--- src/rtl/monishvr_fifo.sv ---
// monishvr_fifo: single-clock 8x4 FIFO in a TinyTapeout user-tile wrapper.
// Define FIFO_STICKY_FLAGS_EN to build the sticky overflow/underflow flags on uo_out[7:6].
module monishvr_fifo #(
   parameter int DEPTH = 8
) (
   input  logic       clk,
   input  logic       rst_n,
   input  logic       ena,
   input  logic [7:0] ui_in,
   output logic [7:0] uo_out,
   input  logic [7:0] uio_in,
   output logic [7:0] uio_out,
   output logic [7:0] uio_oe
);
   localparam int AW = $clog2(DEPTH);

   logic          flush;
   logic          wr_en;
   logic          rd_en;
   logic [3:0]    wr_data;

   logic [AW-1:0] wr_ptr;
   logic [AW-1:0] rd_ptr;
   logic [AW:0]   count;
   logic [3:0]    rd_data;
   logic [3:0]    mem [DEPTH];

   logic          empty;
   logic          full;
   logic          wr_do;
   logic          rd_do;
   logic [1:0]    sticky;
   logic [7:0]    count_ext;
   logic          unused_ok;

   assign flush   = ui_in[0];
   assign wr_en   = ui_in[2];
   assign rd_en   = ui_in[3];
   assign wr_data = ui_in[7:4];

   assign empty = (count == '0);
   assign full  = (count == (AW+1)'(DEPTH));

   // When full, a simultaneous read frees the slot the write lands in.
   assign rd_do = rd_en && !empty && !flush;
   assign wr_do = wr_en && (!full || rd_en) && !flush;

   always_ff @(posedge clk or negedge rst_n) begin
      if (!rst_n) begin
         wr_ptr  <= '0;
         rd_ptr  <= '0;
         count   <= '0;
         rd_data <= 4'h0;
      end else if (flush) begin
         wr_ptr <= '0;
         rd_ptr <= '0;
         count  <= '0;
      end else begin
         if (wr_do)
            wr_ptr <= wr_ptr + AW'(1);
         if (rd_do) begin
            rd_ptr  <= rd_ptr + AW'(1);
            rd_data <= mem[rd_ptr];
         end
         count <= count + (AW+1)'(wr_do) - (AW+1)'(rd_do);
      end
   end

   // Storage is not reset; pointers and count alone define what is valid.
   always_ff @(posedge clk) begin
      if (wr_do)
         mem[wr_ptr] <= wr_data;
   end

`ifdef FIFO_STICKY_FLAGS_EN
   logic overflow;
   logic underflow;

   always_ff @(posedge clk or negedge rst_n) begin
      if (!rst_n) begin
         overflow  <= 1'b0;
         underflow <= 1'b0;
      end else if (flush) begin
         overflow  <= 1'b0;
         underflow <= 1'b0;
      end else begin
         if (wr_en && full && !rd_en)
            overflow <= 1'b1;
         if (rd_en && empty && !wr_en)
            underflow <= 1'b1;
      end
   end

   assign sticky = {underflow, overflow};
`else
   assign sticky = 2'b00;
`endif

   assign count_ext = 8'(count);

   assign uo_out  = {sticky, full, empty, rd_data};
   assign uio_out = {4'h0, count_ext[3:0]};
   assign uio_oe  = 8'h0F;

   assign unused_ok = &{1'b0, ena, uio_in, ui_in[1], count_ext[7:4]};

endmodule

--- config.mk ---
export PLATFORM = sky130hd
export DESIGN_NAME = monishvr_fifo
export DESIGN_NICKNAME = d
export VERILOG_FILES = /design/src/rtl/monishvr_fifo.sv
export SDC_FILE = /design/constraint.sdc
export NUM_CORES = 1
export LEC_CHECK = 0
export CAP_MARGIN = 30
export CORE_MARGIN = 1
export CORE_UTILIZATION = 38
export CTS_CLUSTER_DIAMETER = 100
export DETAILED_ROUTE_END_ITERATION = 12
export RECOVER_POWER = 50
export SETUP_SLACK_MARGIN = 0.4
export SLEW_MARGIN = 20
export SYNTH_ARGS = -nofsm -noshare
export SYNTH_HDL_FRONTEND = slang
export SYNTH_SLANG_ARGS = --single-unit
--- constraint.sdc ---
create_clock -name clk -period 5.2 [get_ports clk]
set_input_delay 1.56 -clock clk [delete_from_list [all_inputs] [get_ports clk]]
set_output_delay 1.56 -clock clk [all_outputs]
set_load 0.05 [all_outputs]
==> results of run 1 <==
## kinds of logic (layout without fill, tap and decap cells)
group,count (synthesis),count (layout),share of synthesized area (%)
muxes,25,25,13.8
other,2,14,0.346
DFF,46,46,60.4
AOI/OAI and AO/OA,3,3,0.807
buffers and inverters,30,36,9.05
xor gates and xnor gates,6,6,2.42
adders and majority gates,9,9,5.53
and+or+nand+nor,33,33,7.61
## where the power goes
| group | internal [mW] | switching (mW) |
|---|---|---|
| combinational | 0.183 | 0.264 |
| clock | 0.142 | 0.118 |
| sequential | 0.433 | 0.0594 |
## routing by layer
layer,share of wire [%],global-route usage [%],routed length [µm],up-vias
met2,49,20.4,1750,38
met4,1.2,5.09,42,0
met1,46,16.7,1640,538
met5,0,0,0,-
met3,4.3,3.65,154,4
li1,-,-,-,538
## cell type report
class,instances,area (µm²)
fill,492,3070
sequential,46,1310
multi-input combinational,90,708
timing repair buffer,18,180
tap,72,90.1
clock buffer,5,68.8
clock inverter,3,40.0
inverter,10,37.5
## per-stage QoR
stage / util [%] / instance area [µm²] / setup slack (ps) / hold slack (ps) / total power, mW
after floorplan: - / 2220 / 1760 / 546 / 0.861
after global placement: 42.3 / 2330 / 1100 / 513 / 0.941
after detailed placement: 42.3 / 2330 / 1120 / 510 / 0.951
after CTS: 44.2 / 2440 / 1310 / 531 / 1.21
after global routing: 44.2 / 2440 / 1180 / 550 / 1.26
final: 44.2 / 2440 / 1310 / 523 / 1.20
## worst max-delay path: stages
cell	delay, ps
dlygate4sd3_1	590
or4b_1	600
nand2_1	180
or2_2	140
ha_1	210
inv_1	60
ha_1	170
fa_1	410
nor2b_1	140
## worst max-delay path by stage
stage,depth (start not counted),startpoint,slack (ps),end
floorplan,8,ui_in[3],1760,count[1]
global placement,11,ui_in[3],1100,count[3]
detailed placement,9,ui_in[3],1120,count[1]
CTS,5,count[2],1310,uo_out[4]
global route,11,ui_in[3],1180,count[3]
finish,9,ui_in[3],1310,count[1]
## registers in the layout, summed over array words and instances, names as in the netlist
name and flops:
mem 32, count 4, rd_data 4, rd_ptr 3, wr_ptr 3
## cells in the final DEF (no fill, tap or decap), drive strengths merged, types with 2 or more instances in the layout
master,netlist,final
clkinv,0,2
xor2,4,4
dfrtp,14,14
mux2i,21,21
mux4,4,4
nor3,2,2
nor2b,2,2
xnor2,2,2
nand3,3,3
nor2,14,14
edfxtp,32,32
conb,2,14
clkdlybuf4s50,0,11
ha,8,8
nand2,4,4
nand2b,2,2
inv,10,10
a21oi,2,2
dlygate4sd3,0,7
clkbuf,2,5
==> impl_metrics.py, run 1 <==
metrics = {
    "layout": {
        "synthToLayoutAreaGrowth_pct": 12.2,
        "final_nets": 199,
        "final_layout_size_suffix_gt1_share_pct": 8.14,
        "n_antenna_cell": 0,
        "fin_cells": 244,
    },
    "floorplanning": {
        "initial_core_util_pct": 39.4,
        "die_h_um": 77.6,
        "dieArea_mm2": 0.00602,
        "ioPinCount": 43,
        "dieWidth_um": 77.6,
        "rows": 27,
        "core_area_mm2": 0.00551,
    },
    "power_and_ir_drop": {
        "peakVddDrop_v": 0.000230,
        "p_leak_nw": 0.928,
        "cellPowerDensity_mw_per_mm2": 493,
    },
    "clock_network": {
        "cts.sinks": 46,
        "h-tree-depth": 2,
        "cts-root-buf": "clkbuf_8",
        "cts_resized": 0,
        "clockBufferDepth": 2,
        "path_clk_slew_ps": 90,
        "postCtsSetupBuffers": 0,
        "clock_latency_ps": 300,
        "cts_hold_buf": 0,
        "cts_tree": "done",
        "numCtsBuffers": 5,
    },
    "synthesis": {
        "syn_avg_cell_area_um2": 14.1,
        "synth_edf_count": 32,
        "yosysSeqAreaShare_pct": 60.4,
        "synth_area_leaders": "edfxtp_1 (44%), dfrtp_1 (16%), mux2i_1 (9.7%), buf_4 (5.5%), ha_1 (4.6%)",
        "yosysUniqueCellTypes": 28,
        "yosys_warnings": 0,
        "syn-cell-area_mm2": 0.00217,
        "synth_common_cells": "edfxtp_1 (32), mux2i_1 (21), buf_4 (16)",
        "synth-seq-cells": 46,
        "post-synth-top-count-cell": "edfxtp_1",
        "syn_inst": 154,
        "synth_top_area_share_pct": 44.3,
        "yosys.area.top_type": "edfxtp_1",
        "async_reset_ff_share_pct": 30.4,
        "synth-main-ff-cell": "edfxtp_1",
    },
    "place": {
        "hpwlAfterDp_mm": 2.58,
        "port_buffers": 18,
        "dpl.cell_count": 236,
        "routabilityCongestion": 0.742,
    },
    "worst_hold_path": {
        "hp-start": "rd_data[2]",
        "hold_path.class": "flop to flop",
        "holdPathEnd": "rd_data[2]",
        "min_path_cells": 2,
    },
    "setup_path": {
        "arrival_ps": 4070,
        "required_ps": 5380,
        "rr_endpoint": "count[2]",
        "startpoint_type": "primary input",
        "r2r_slack_ps": 2450,
        "rr_worst_depth": 11,
        "cp_max_fo": 4,
        "critPathKind": "primary input to flop",
        "end_kind": "flop",
        "reg2reg_from": "count[2]",
    },
    "route": {
        "drc": 0,
        "routed_wl_mm": 3.59,
        "dr.pass1.iters": 6,
        "vias_per_cell": 4.58,
        "antenna_left": 0,
        "wire_per_inst_um": 14.7,
        "vias": 1118,
        "drtIter0Drc": 44,
    },
    "sta": {
        "relSlewSlack_pct": 35.4,
        "finClkSkew_ps": 10.9,
        "tightest_slew_ps": 970,
        "max_freq_ghz": 0.257,
        "setup_tns_ps": 0,
        "fin_crit_sh_pct": 74.9,
        "finalSetupViolCount": 0,
        "period_needed_ps": 3890,
        "hold_viol_final": 0,
        "rsz0062_at_grt": "false",
        "drv_slew": 0,
    },
    "outcome": {
        "status": "finished, final reports clean",
    },
    "grt": {
        "grt_max_degree": 19,
        "antenna_found_initial": 0,
        "grt_overflow": 0,
        "track_usage_pct": 12.9,
        "grt_pass1_vias": 1075,
        "grt_pass1_wl_mm": 5.66,
    },
    "flow_run": {
        "maxCapViolCount": 0,
    },
}
No activity file was read; power rests on OpenSTA's default activity.
==> run 2: changes to the inputs <==
clock period = 3.95 ns   (was 5.2 ns; I/O delays follow)
==> run 2 against run 1 <==
Die area did not move. Worst setup slack got worse by 820 ps. First-iteration DRC count rose by 36%. Wire length rose by 0.59%. Clock skew fell by 2.7 ps. Via count rose by 0.98%. Core utilization fell by 0.091 points. Global-route usage rose by 0.66 points. Cell area fell by 0.21%. Clock power rose by 7.7%. Total power rose by 27%. Worst hold slack got worse by 1.4 ps. Critical path type unchanged. Largest cell class unchanged. Largest power group unchanged. Highest routed layer unchanged.
==> impl_metrics.py, run 2 (same netlist as run 1, synthesis figures left out) <==
metrics = {
    "grt": {
        "track_usage_pct": 13.6,
        "grt_pass1_vias": 1194,
        "antenna_found_initial": 0,
        "grt_overflow": 0,
        "grt_max_degree": 19,
        "grt_pass1_wl_mm": 5.98,
    },
    "setup_path": {
        "required_ps": 4130,
        "cp_max_fo": 4,
        "startpoint_type": "primary input",
        "rr_worst_depth": 11,
        "cp_slowest_stage_delay_ps": 600,
        "path_cells": "dlygate4sd3_1, or4b_4, nand2_1, or2_2, ha_1, inv_1, ha_1, a21o_1, a21oi_1, xnor2_1, nor2_1",
        "critical-path-slowest-cell": "dlygate4sd3_1",
        "critPathKind": "primary input to flop",
        "cp_common_cell": "ha_1",
        "arrival_ps": 3650,
        "end_kind": "flop",
    },
    "floorplanning": {
        "dieArea_mm2": 0.00602,
        "dieWidth_um": 77.6,
        "rows": 27,
        "core_area_mm2": 0.00551,
        "initial_core_util_pct": 39.4,
        "ioPinCount": 43,
        "die_h_um": 77.6,
    },
    "layout": {
        "reg_top3": "mem x32, count x4, rd_data x4",
        "n_antenna_cell": 0,
        "final_layout_size_suffix_gt1_share_pct": 8.62,
        "final_nets": 201,
        "fin_cells": 246,
        "layout_commonest_cell": "edfxtp_1",
        "layout_common_cells": "edfxtp_1 (32), mux2i_1 (21), nor2_1 (14), conb_1 (14), dfrtp_1 (14)",
        "largest_register": "mem",
        "synthToLayoutAreaGrowth_pct": 12.0,
        "largest_reg_flops": 32,
    },
    "power_and_ir_drop": {
        "p_leak_nw": 0.932,
        "cellPowerDensity_mw_per_mm2": 626,
        "peakVddDrop_v": 0.000281,
    },
    "worst_hold_path": {
        "min_path_cells": 2,
        "hold_path.class": "flop to flop",
    },
    "route": {
        "wire_per_inst_um": 14.7,
        "drc": 0,
        "routed_wl_mm": 3.61,
        "antenna_left": 0,
        "drtIter0Drc": 60,
        "vias": 1129,
        "dr.pass1.iters": 4,
        "vias_per_cell": 4.59,
    },
    "clock_network": {
        "cts.sinks": 46,
        "path_clk_slew_ps": 90,
        "clock_latency_ps": 290,
        "cts_tree": "done",
        "numCtsBuffers": 5,
        "h-tree-depth": 2,
        "clockBufferDepth": 2,
        "postCtsSetupBuffers": 0,
        "cts-root-buf": "clkbuf_8",
    },
    "place": {
        "port_buffers": 18,
        "hpwlAfterDp_mm": 2.69,
        "routabilityCongestion": 0.799,
        "preCtsSetupSlack_ps": 245,
        "dpl.cell_count": 238,
    },
    "sta": {
        "finalSetupViolCount": 0,
        "tightest_slew_ps": 944,
        "drv_slew": 0,
        "max_freq_ghz": 0.289,
        "hold_viol_final": 0,
        "rsz0062_at_grt": "false",
        "finClkSkew_ps": 8.20,
        "fin_crit_sh_pct": 87.7,
        "setup_tns_ps": 0,
        "relSlewSlack_pct": 37.1,
        "period_needed_ps": 3460,
        "setup_ws_ps": 486,
    },
    "flow_run": {
        "maxCapViolCount": 0,
    },
    "outcome": {
        "status": "finished, final reports clean",
    },
}
run 2: changes by cell type in the layout (fill, tap and decap cells not counted), sizes merged:
| cell | before | now |
|---|---|---|
| buf | 0 | 1 |
| bufinv | 1 | 0 |
| clkbuf | 5 | 7 |
| dlygate4sd3 | 7 | 6 |
| dlymetal6s2s | 0 | 1 |
run 2: per-layer routing:
layer,routed length (µm),global-route usage [%],share of wire (%)
met1,1540,15.7,43
met2,1880,23.6,52
met3,113,3.18,3.1
met4,72,6.42,2.0
met5,0,0,0
run 2: path summary, 6_finish.rpt:
| path | to | slack, ps | from |
|---|---|---|---|
| max | count[3] | 490 | ui_in[3] |
| min | rd_data[1] | 520 | rd_data[1] |
| max reg2reg | count[2] | 1320 | count[2] |
| min reg2reg | rd_data[1] | 520 | rd_data[1] |
| max in group asynchronous | count[1] | 2160 | rst_n |
| min in group asynchronous | rd_data[1] | 1360 | rst_n |
run 2: worst max-delay path: cells and delay by family:
| kind | cells | cell delay (ps) |
|---|---|---|
| xor gates and xnor gates | 1 | 140 |
| and+or+nand+nor | 4 | 930 |
| AOI/OAI and AO/OA | 2 | 340 |
| adders and majority gates | 2 | 400 |
| buffers and inverters | 2 | 660 |
run 2: per-stage QoR:
step | area, µm² | hold slack, ps | total power [mW] | utilization (%)
2_1_floorplan | 2220 | 546 | 1.13 | -
3_3_place_gp | 2340 | 508 | 1.24 | 42.5
3_5_place_dp | 2340 | 516 | 1.26 | 42.5
4_1_cts | 2430 | 531 | 1.54 | 44.1
5_1_grt | 2430 | 556 | 1.61 | 44.1
6_report | 2430 | 522 | 1.52 | 44.1
run 2: repair_timing:
| action | CTS | global route |
|---|---|---|
| gates resized for setup | 0 | 2 |
| hold buffers | 0 | 0 |
| setup endpoints to repair | 0 | 2 |
run 2: power by group:
part	total, mW	internal, mW	switching (mW)
Combinational	0.594	0.243	0.351
Clock	0.280	0.125	0.155
Sequential	0.647	0.570	0.0767
run 2: cell type report:
| type | count | area (µm²) |
|---|---|---|
| clock buffer | 6 | 72.6 |
| clock inverter | 2 | 13.8 |
| fill | 520 | 3080 |
| inverter | 10 | 37.5 |
| multi-input combinational | 90 | 712 |
| sequential | 46 | 1310 |
| tap | 72 | 90.1 |
| timing repair buffer | 20 | 194 |
==> run 3: changes to the inputs <==
MAX_ROUTING_LAYER = met4   (was default)
==> run 3 against run 2 <==
Core utilization unchanged. Critical path depth is the same. Register-to-register slack hardly changed. Clock power is essentially flat. Clock skew rose by 0.93 ps. Critical endpoint unchanged. Largest power group unchanged.
==> impl_metrics.py, run 3 (same netlist as run 1, synthesis figures left out) <==
metrics = {
    "outcome": {
        "status": "finished, final reports clean",
    },
    "grt": {
        "grt_pass1_vias": 1186,
        "grt_max_degree": 19,
        "antenna_found_initial": 0,
        "grt_pass1_wl_mm": 6.00,
        "track_usage_pct": 14.0,
        "grt_overflow": 0,
    },
    "place": {
        "routabilityCongestion": 0.810,
        "hpwlAfterDp_mm": 2.69,
        "preCtsSetupSlack_ps": 245,
        "port_buffers": 18,
    },
    "setup_path": {
        "path_cells": "dlygate4sd3_1, or4b_4, nand2_1, or2_2, ha_1, inv_1, ha_1, a21o_1, a21oi_1, xnor2_1, nor2_1",
        "crit_start": "ui_in[3]",
        "r2r_slack_ps": 1320,
        "cp_common_cell": "ha_1",
        "critPathBufInv": 2,
        "critPathKind": "primary input to flop",
        "reg2reg_from": "count[2]",
        "cp_slowest_stage_delay_ps": 600,
        "required_ps": 4140,
        "arrival_ps": 3650,
        "startpoint_type": "primary input",
        "cp_max_fo": 4,
        "end_kind": "flop",
        "critical-path-top-delay-family": "simple AND/OR/NAND/NOR gates",
        "critical-path-slowest-cell": "dlygate4sd3_1",
    },
    "floorplanning": {
        "initial_core_util_pct": 39.4,
        "ioPinCount": 43,
        "die_h_um": 77.6,
        "dieArea_mm2": 0.00602,
        "rows": 27,
        "dieWidth_um": 77.6,
        "core_area_mm2": 0.00551,
    },
    "clock_network": {
        "postCtsSetupBuffers": 0,
        "numCtsBuffers": 5,
        "clockBufferDepth": 2,
        "cts_hold_buf": 0,
        "cts_resized": 0,
        "h-tree-depth": 2,
        "cts-root-buf": "clkbuf_8",
        "cts.sinks": 46,
        "clock_latency_ps": 300,
        "path_clk_slew_ps": 90,
        "cts_tree": "done",
    },
    "sta": {
        "tightest_slew_ps": 943,
        "hold_viol_final": 0,
        "fin_crit_sh_pct": 87.6,
        "finClkSkew_ps": 9.13,
        "rsz0062_at_grt": "false",
        "finalSetupViolCount": 0,
        "drv_slew": 0,
        "setup_ws_ps": 491,
        "setup_tns_ps": 0,
        "max_freq_ghz": 0.289,
        "period_needed_ps": 3460,
        "relSlewSlack_pct": 37.1,
    },
    "worst_hold_path": {
        "hold_path.class": "flop to flop",
        "hp-start": "rd_data[1]",
    },
    "layout": {
        "n_antenna_cell": 0,
        "largest_reg_flops": 32,
        "reg_top3": "mem x32, count x4, rd_data x4",
        "final_nets": 201,
        "largest_register": "mem",
        "layout_commonest_cell": "edfxtp_1",
        "layout_common_cells": "edfxtp_1 (32), mux2i_1 (21), nor2_1 (14), conb_1 (14), dfrtp_1 (14)",
        "final_layout_size_suffix_gt1_share_pct": 8.62,
        "synthToLayoutAreaGrowth_pct": 12.0,
    },
    "power_and_ir_drop": {
        "peakVddDrop_v": 0.000281,
        "p_leak_nw": 0.932,
        "cellPowerDensity_mw_per_mm2": 626,
    },
    "route": {
        "antenna_left": 0,
        "vias_per_cell": 4.57,
        "drc": 0,
        "dr.pass1.iters": 4,
        "drtIter0Drc": 59,
        "routed_wl_mm": 3.59,
        "vias": 1125,
        "wire_per_inst_um": 14.6,
    },
    "flow_run": {
        "maxCapViolCount": 0,
    },
}
==> run 3: per-stage QoR <==
step                std cells  utilization [%]  power, mW  hold WS, ps  instance area [µm²]
floorplan                 166                -       1.13          546                 2220
detailed placement        238             42.5       1.26          516                 2340
finish                    246             44.1       1.52          522                 2430
global route              246             44.1       1.61          556                 2430
CTS                       246             44.1       1.54          531                 2430
global placement          238             42.5       1.24          508                 2340
==> run 3: cell type report <==
cell class / count / area [µm²]
Clock buffer: 6 / 72.6
Timing Repair Buffer: 20 / 194
Fill cell: 520 / 3080
Inverter: 10 / 37.5
Clock inverter: 2 / 13.8
Multi-Input combinational cell: 90 / 712
Tap cell: 72 / 90.1
Sequential cell: 46 / 1310
==> run 3: final timing paths <==
kind / endpoint / cells after the start
max in group asynchronous: wr_ptr[1] / 1
max reg2reg: count[2] / 11
min: rd_data[1] / 2
max: count[3] / 11
min reg2reg: rd_data[1] / 2
min in group asynchronous: rd_data[1] / 1
==> run 3: tightest hold or removal path: cells and delay by family, from the launching register on <==
kind	cells	cell delay [ps]
buffers and inverters	1	50
muxes	1	50
DFF	1	380
==> run 3: power breakdown <==
part           internal (mW)  switching, mW
logic                  0.243          0.351
clock network          0.125          0.155
registers              0.570         0.0766
==> run 3: metal layers <==
metal	global-route usage [%]	share of wire, %
met4	5.28	1.8
met1	15.6	43
met5	-	0
met2	23.8	52
met3	4.24	3.1
